[config.mk]
export PLATFORM = sky130hd
export DESIGN_NAME = dat_write_seq
export DESIGN_NICKNAME = d
export VERILOG_FILES = /design/src/rtl/dat_write_seq.sv
export SDC_FILE = /design/constraint.sdc
export NUM_CORES = 1
export LEC_CHECK = 0
export ABC_AREA = 1
export CAP_MARGIN = 15
export CORE_MARGIN = 2
export CORE_UTILIZATION = 50
export DETAILED_ROUTE_END_ITERATION = 6
export GPL_ROUTABILITY_DRIVEN = 0
export PLACE_DENSITY = 0.83
export REMOVE_ABC_BUFFERS = 1
export SYNTH_ARGS = -nofsm -noshare
export SYNTH_HDL_FRONTEND = slang
export SYNTH_SLANG_ARGS = --single-unit
[constraint.sdc]
create_clock -name sd_clk_i -period 3.02 [get_ports sd_clk_i]
set_clock_uncertainty 0.1 [all_clocks]
set_input_delay 0.453 -clock sd_clk_i [delete_from_list [all_inputs] [get_ports sd_clk_i]]
set_output_delay 0.453 -clock sd_clk_i [all_outputs]
set_load 0.02 [all_outputs]
[src/rtl/dat_write_seq.sv]
// Block-write sequencer for an SD data path: paces single/multi/infinite block writes
// through a data-write engine and reports completion, sticky errors and CMD12 requests.
module dat_write_seq #(
  parameter int unsigned BlockCountWidth = 16,
  parameter int unsigned GapCycles       = 2
) (
  input  logic                       sd_clk_i,
  input  logic                       rst_i,
  input  logic                       xfer_start_i,
  input  logic [BlockCountWidth-1:0] block_count_i,
  input  logic                       infinite_i,
  input  logic                       auto_cmd12_en_i,
  input  logic                       stop_req_i,
  input  logic                       buf_ready_i,
  output logic                       wr_start_o,
  input  logic                       wr_done_i,
  input  logic                       wr_crc_err_i,
  input  logic                       wr_end_bit_err_i,
  output logic                       busy_o,
  output logic [BlockCountWidth-1:0] blocks_done_o,
  output logic                       xfer_done_o,
  output logic                       crc_err_o,
  output logic                       end_bit_err_o,
  output logic                       auto_cmd12_req_o
);

  localparam int unsigned GapW = (GapCycles > 1) ? $clog2(GapCycles) : 1;
  localparam logic [GapW-1:0] GapLast = GapW'(GapCycles - 1);

  localparam logic [2:0] StIdle    = 3'd0;
  localparam logic [2:0] StWaitBuf = 3'd1;
  localparam logic [2:0] StStart   = 3'd2;
  localparam logic [2:0] StActive  = 3'd3;
  localparam logic [2:0] StGap     = 3'd4;
  localparam logic [2:0] StDone    = 3'd5;

  logic [2:0]                 state_q, state_d;
  logic [BlockCountWidth-1:0] remaining_q, remaining_d;
  logic [BlockCountWidth-1:0] blocks_q, blocks_d;
  logic [GapW-1:0]            gap_cnt_q, gap_cnt_d;
  logic                       crc_q, crc_d;
  logic                       end_q, end_d;
  logic                       stop_pend_q, stop_pend_d;
  logic                       inf_q, inf_d;
  logic                       cmd12_en_q, cmd12_en_d;
  logic                       multi_q, multi_d;
  logic                       stop_now;
  logic                       blk_err;

  // A stop arriving in the same cycle as the decision counts as already pending.
  assign stop_now = stop_pend_q | stop_req_i;
  assign blk_err  = wr_crc_err_i | wr_end_bit_err_i;

  always_comb begin
    state_d     = state_q;
    remaining_d = remaining_q;
    blocks_d    = blocks_q;
    gap_cnt_d   = gap_cnt_q;
    crc_d       = crc_q;
    end_d       = end_q;
    stop_pend_d = stop_pend_q;
    inf_d       = inf_q;
    cmd12_en_d  = cmd12_en_q;
    multi_d     = multi_q;

    if (state_q != StIdle && stop_req_i) begin
      stop_pend_d = 1'b1;
    end

    case (state_q)
      StIdle: begin
        if (xfer_start_i) begin
          inf_d       = infinite_i;
          cmd12_en_d  = auto_cmd12_en_i;
          multi_d     = (block_count_i > BlockCountWidth'(1));
          remaining_d = block_count_i;
          blocks_d    = '0;
          crc_d       = 1'b0;
          end_d       = 1'b0;
          stop_pend_d = 1'b0;
          if (block_count_i == '0 && !infinite_i) begin
            state_d = StDone;
          end else begin
            state_d = StWaitBuf;
          end
        end
      end
      StWaitBuf: begin
        if (stop_now) begin
          state_d = StDone;
        end else if (buf_ready_i) begin
          state_d = StStart;
        end
      end
      StStart: begin
        state_d = StActive;
      end
      StActive: begin
        if (wr_done_i) begin
          blocks_d = blocks_q + BlockCountWidth'(1);
          if (!inf_q) begin
            remaining_d = remaining_q - BlockCountWidth'(1);
          end
          crc_d = crc_q | wr_crc_err_i;
          end_d = end_q | wr_end_bit_err_i;
          if (blk_err) begin
            state_d = StDone;
          end else if (!inf_q && remaining_q == BlockCountWidth'(1)) begin
            state_d = StDone;
          end else if (stop_now) begin
            state_d = StDone;
          end else begin
            gap_cnt_d = '0;
            state_d   = StGap;
          end
        end
      end
      StGap: begin
        if (gap_cnt_q == GapLast) begin
          state_d = StWaitBuf;
        end else begin
          gap_cnt_d = gap_cnt_q + GapW'(1);
        end
      end
      StDone: begin
        state_d = StIdle;
      end
      default: begin
        state_d = StIdle;
      end
    endcase
  end

  always_ff @(posedge sd_clk_i) begin
    if (rst_i) begin
      state_q     <= StIdle;
      remaining_q <= '0;
      blocks_q    <= '0;
      gap_cnt_q   <= '0;
      crc_q       <= 1'b0;
      end_q       <= 1'b0;
      stop_pend_q <= 1'b0;
      inf_q       <= 1'b0;
      cmd12_en_q  <= 1'b0;
      multi_q     <= 1'b0;
    end else begin
      state_q     <= state_d;
      remaining_q <= remaining_d;
      blocks_q    <= blocks_d;
      gap_cnt_q   <= gap_cnt_d;
      crc_q       <= crc_d;
      end_q       <= end_d;
      stop_pend_q <= stop_pend_d;
      inf_q       <= inf_d;
      cmd12_en_q  <= cmd12_en_d;
      multi_q     <= multi_d;
    end
  end

  // Outputs are gated by rst_i so they read as reset during the whole reset window.
  always_comb begin
    busy_o           = !rst_i && (state_q != StIdle);
    wr_start_o       = !rst_i && (state_q == StStart);
    xfer_done_o      = !rst_i && (state_q == StDone);
    auto_cmd12_req_o = !rst_i && (state_q == StDone) && cmd12_en_q && (multi_q || inf_q);
    blocks_done_o    = rst_i ? '0 : blocks_q;
    crc_err_o        = !rst_i && crc_q;
    end_bit_err_o    = !rst_i && end_q;
  end

endmodule

==> flow_summary.toml, run 1 <==
[finish]
drive_gt1_frac = 0.0984
final_core_util = 0.624
stdcell_count = 580
antenna_cells = 0
syn_to_final_growth_pct = 20.7
finalNetCount = 536
final_area_um2 = 3440

[sta]
fmax_mhz = 368
setup_viol_count_final = 0
fin_crit_sh = 0.899
hold_violations = 0
rsz0062_at_grt = "no"
drv_slew = 0
worst_pin_slew_ns = 0.503
slew_headroom = 0.661
final.min_clock_period_ns = 2.72
fin_tns_setup_ns = 0

[power_and_ir_drop]
ir_drop_mv = 0.469
p_comb_frac = 0.453
power.share.clock = 0.206
power.switching_uw = 972
seqPwrFrac = 0.341
switching_share = 0.445
p_int_mw = 1.21
total_power_mw = 2.18
leakage_nw = 1.44
powerDensity_nw_per_um2 = 635

[critical_path]
startpoint_type = "flip-flop"
critPathTopFamily = "buffers and inverters"
r2r_cells = 8
crit_required_ns = 2.47
reg2reg_slack_ns = 0.95
endpoint_kind = "output port"
path_depth = 4
crit_path_start = "state_q[2]"
crit_chain = "inv_2 > nor4_1 > o211a_1 > clkdlybuf4s50_1"
r2r-start = "state_q[0]"
cpPeakStageDelay_ns = 0.59
crit_buf_inv = 2
critPathKind = "flip-flop to output port"
endpoint = "auto_cmd12_req_o"
arrival_ns = 2.16
r2r-end = "blocks_q[3]"
cpMaxStageDelayCell = "clkdlybuf4s50_1"
worstPathMaxFanout = 6

[cts]
htreeDepth = 2
clock_sinks = 42
post-cts-setup-buffer-count = 0
clk_pin_slew_ns = 0.08
clock_latency_ns = 0.30
hold_buffers = 0
root_buffer = "clkbuf_8"
cts_tree = "done"
cts_made_buffers = 5
cts.repair.resized = 0
clock_path_buffers = 2

[logic_synthesis]
synth_seq_cells = 42
yosysWarnings = 0
yosysMostFrequentCell = "nand2_1"
synth.area.top_cells = "dfxtp_1 30%, nand2_1 15%, nor2_1 13%, inv_1 7.0%, a21oi_1 4.6%"
netlist_area_um2 = 2850
synthTopCellsByCount = "113 x nand2_1, 95 x nor2_1, 53 x inv_1, 42 x dfxtp_1, 26 x a21oi_1"
ys.flop_type = "dfxtp_1"
synthArstFlopShare = 0
synth.distinct_cells = 36
avgSynthCellArea_um2 = 6.12
synth_edf_count = 0
yosysTopAreaCell = "dfxtp_1"
synth_top_area_share = 0.295
seq_area_frac_synth = 0.295
synth_cells = 465

[floorplan]
pin_count = 48
coreArea_um2 = 5510
rows = 27
die_h_um = 79.5
die_width_um = 79.5
die-area_um2 = 6320
initial_utilization = 0.517

[drt]
wl_per_cell_um = 12.5
drt_iter0_markers = 288
drtAntennaViolNets = 0
routed_via_density = 5.32
drc_errors = 0
vias = 3086
totalWireLength_mm = 7.23
first_pass_iters = 6

[global_routing]
grt_pass1_wl_mm = 12.0
overflow = 0
grt_max_degree = 43
grt.total_usage = 0.236
grt_pass1_vias = 2697
antenna_found_initial = 0

[place]
postPlaceCellArea_um2 = 3330
portBuffers = 47
hpwl_mm = 5.44
placed_cells = 572

[job]
maxCapViolations = 0

[run_status]
outcome = "finished, final reports clean"

[worst_hold_path]
hold_class = "flip-flop to flip-flop"
-- worst min path at each step --
stage | from | endpoint | cells after the start
2_1_floorplan | remaining_q[8] | remaining_q[8] | 2
3_3_place_gp | remaining_q[8] | remaining_q[8] | 2
3_5_place_dp | crc_q | crc_q | 2
4_1_cts | crc_q | crc_q | 2
5_1_grt | crc_q | crc_q | 2
6_report | crc_q | crc_q | 2
-- state kept, by name, summed over array words and instances (netlist names) --
signal	flops
end_q	1
stop_pend_q	1
multi_q	1
inf_q	1
cmd12_en_q	1
gap_cnt_q	1
crc_q	1
state_q	3
remaining_q	16
blocks_q	16
-- cells by family after synthesis --
family | Yosys count | share of synthesized area
AOI/OAI and AO/OA | 67 | 0.141
and+or+nand+nor | 283 | 0.446
adders and majority gates | 3 | 0.0132
DFF | 42 | 0.295
buffers and inverters | 70 | 0.104
-- per-layer routing --
| metal | global-route usage | wire length, µm |
|---|---|---|
| met2 | 0.386 | 3360 |
| met5 | 0 | 0 |
| met3 | 0.0498 | 548 |
| met4 | 0.0776 | 120 |
| met1 | 0.310 | 3200 |
-- metrics by stage --
| step | setup slack [ns] | hold slack [ns] |
|---|---|---|
| detailed placement | 0.654 | 0.362 |
| global route | 0.221 | 0.388 |
| global placement | 0.714 | 0.348 |
| finish | 0.305 | 0.369 |
| CTS | 0.295 | 0.373 |
| floorplan | 0.716 | 0.333 |
-- layout by cell type (no fill, tap or decap), drive strengths merged, types with 2 or more instances in the layout --
| master | count |
|---|---|
| nand2 | 128 |
| nor2 | 99 |
| inv | 57 |
| clkdlybuf4s50 | 46 |
| dfxtp | 42 |
| a21oi | 34 |
| o21ai | 26 |
| nand3 | 24 |
| nand4 | 13 |
| nor3 | 8 |
| nand3b | 5 |
| clkbuf | 5 |
| or2 | 3 |
| ha | 3 |
| nor4 | 2 |
| clkinv | 2 |
| buf | 2 |
-- power groups by stage --
stage	sequential, mW	combinational, mW	clock [mW]
finish	0.745	0.989	0.450
global route	0.757	1.11	0.479
CTS	0.742	0.978	0.458
detailed placement	0.754	0.974	0
global placement	0.750	0.953	0
floorplan	0.731	0.742	0
-- layout make-up --
cell class              instances  area [µm²]
repair buffers                 48         473
clock inverters                 3        40.0
flip-flops and latches         42         841
well taps                      72        90.1
clock buffers                   5        68.8
inverters                      57         214
fillers                       527        2070
multi-input cells             353        1710
-- worst reg2reg max path: cells and delay by family (launching register included) --
family	cells	cell delay, ns
AND/OR/NAND/NOR	5	1.09
AO/OA/AOI/OAI	2	0.19
buffers and inverters	1	0.17
flip-flops	1	0.47
Power figures use the tool's default switching activity.
==> inputs of run 2 (changes only) <==
Settings changed: SKIP_CTS_REPAIR_TIMING set to 1.
==> results of run 2 <==
Same layout as run 1: the final DEF is identical, and so are final timing and power.
==> inputs of run 3 (changes only) <==
Settings changed: CORE_MARGIN 2 to not set.
==> run 3 against run 2 <==
Effect of this change:
- final area barely moved
- combinational power up 0.6%
- fmax is 0.88% higher
- routed wire length down 1.1%
- die area decreased by 5.0%
==> flow_summary.toml, run 3 (synthesis results as in run 1) <==
[floorplan]
die_width_um = 77.5
die-area_um2 = 6000
pin_count = 48
rows = 27
die_h_um = 77.5
coreArea_um2 = 5510
initial_utilization = 0.517

[critical_path]
r2r_cells = 8
arrival_ns = 2.14
endpoint_kind = "output port"
r2r-start = "state_q[1]"
r2r-end = "blocks_q[3]"
critPathKind = "flip-flop to output port"
startpoint_type = "flip-flop"
reg2reg_slack_ns = 0.93
cpMaxStageDelayCell = "clkdlybuf4s50_1"
crit_required_ns = 2.47
cpPeakStageDelay_ns = 0.60
worstPathMaxFanout = 6
crit_chain = "inv_2 > nor4_1 > o211a_1 > clkdlybuf4s50_1"

[drt]
vias = 3095
totalWireLength_mm = 7.15
wl_per_cell_um = 12.3
drtAntennaViolNets = 0
drc_errors = 0
first_pass_iters = 6
routed_via_density = 5.34
drt_iter0_markers = 311

[place]
place_ws_ns = 0.658
portBuffers = 47
postPlaceCellArea_um2 = 3330
hpwl_mm = 5.30

[sta]
hold_violations = 0
worst_pin_slew_ns = 0.529
setup_ws_ns = 0.328
fmax_mhz = 372
fin_tns_setup_ns = 0
final.min_clock_period_ns = 2.69
setup_viol_count_final = 0
slew_headroom = 0.647
rsz0062_at_grt = "no"
fin_crit_sh = 0.891
drv_slew = 0

[global_routing]
grt_pass1_vias = 2668
antenna_found_initial = 0
grt_pass1_wl_mm = 12.2
overflow = 0
grt_max_degree = 43
grt.total_usage = 0.252

[cts]
clock_path_buffers = 2
clock_sinks = 42
clock_latency_ns = 0.29
cts_tree = "done"
root_buffer = "clkbuf_8"
clk_pin_slew_ns = 0.08
htreeDepth = 2
cts_made_buffers = 5

[worst_hold_path]
min_delay_path_depth = 2
hold_start = "crc_q"
min_to = "crc_q"
hold_class = "flip-flop to flip-flop"

[finish]
finalNetCount = 536
fillers = 500
layout_common_cells = "113 x nand2_1, 95 x nor2_1, 53 x inv_1"
antenna_cells = 0
final_area_um2 = 3430
syn_to_final_growth_pct = 20.6
largestRegisters = "blocks_q x16, remaining_q x16, state_q x3"
drive_gt1_frac = 0.0945
mostFrequentLayoutCell = "nand2_1"
final_core_util = 0.624

[run_status]
outcome = "finished, final reports clean"

[job]
maxCapViolations = 0

[power_and_ir_drop]
powerDensity_nw_per_um2 = 637
total_power_mw = 2.19
leakage_nw = 1.43
ir_drop_mv = 0.371
==> run 3: cell count changes in the layout (fill, tap and decap cells not counted), sizes merged <==
cell    before  now
clkbuf       5    7
clkinv       2    0
==> run 3: cell type report <==
class                           count  area [µm²]  area share
Inverter                           57         214      0.0623
Sequential cell                    42         841       0.245
Clock inverter                      1        30.0     0.00874
Timing Repair Buffer               48         473       0.138
Clock buffer                        7        76.3      0.0222
Tap cell                           72        90.1      0.0262
Multi-Input combinational cell    353        1710       0.498
==> run 3: metrics by stage <==
| stage | hold slack [ns] | instances |
|---|---|---|
| finish | 0.360 | 580 |
| global route | 0.391 | 580 |
| CTS | 0.363 | 580 |
| detailed placement | 0.352 | 572 |
| global placement | 0.353 | 572 |
| floorplan | 0.333 | 452 |
==> run 3: worst max-delay path, delay by kind of cell, from the launching register on <==
kind | cells | cell delay (ns)
buffers and inverters | 2 | 0.71
DFF | 1 | 0.57
and+or+nand+nor | 1 | 0.36
AOI/OAI and AO/OA | 1 | 0.21
==> run 3: per-layer routing <==
metal | track usage | vias to the layer above | part of all wire
met1 | 0.343 | 1380 | 0.46
met5 | 0 | - | 0
li1 | - | 1570 | -
met3 | 0.0412 | 10 | 0.068
met2 | 0.412 | 135 | 0.46
met4 | 0.0604 | 0 | 0.012
==> run 3: worst max path at each step <==
stage | startpoint | to | cells past startpoint
global route | state_q[2] | auto_cmd12_req_o | 4
floorplan | state_q[2] | auto_cmd12_req_o | 3
global placement | state_q[2] | auto_cmd12_req_o | 4
CTS | state_q[2] | auto_cmd12_req_o | 4
finish | state_q[2] | auto_cmd12_req_o | 4
detailed placement | state_q[2] | auto_cmd12_req_o | 4
==> run 3: power by group <==
| group | total [mW] | internal, mW | switching (mW) |
|---|---|---|---|
| combinational | 0.995 | 0.321 | 0.675 |
| sequential | 0.747 | 0.647 | 0.100 |
| clock | 0.447 | 0.248 | 0.199 |
| total | 2.19 | 1.22 | 0.974 |
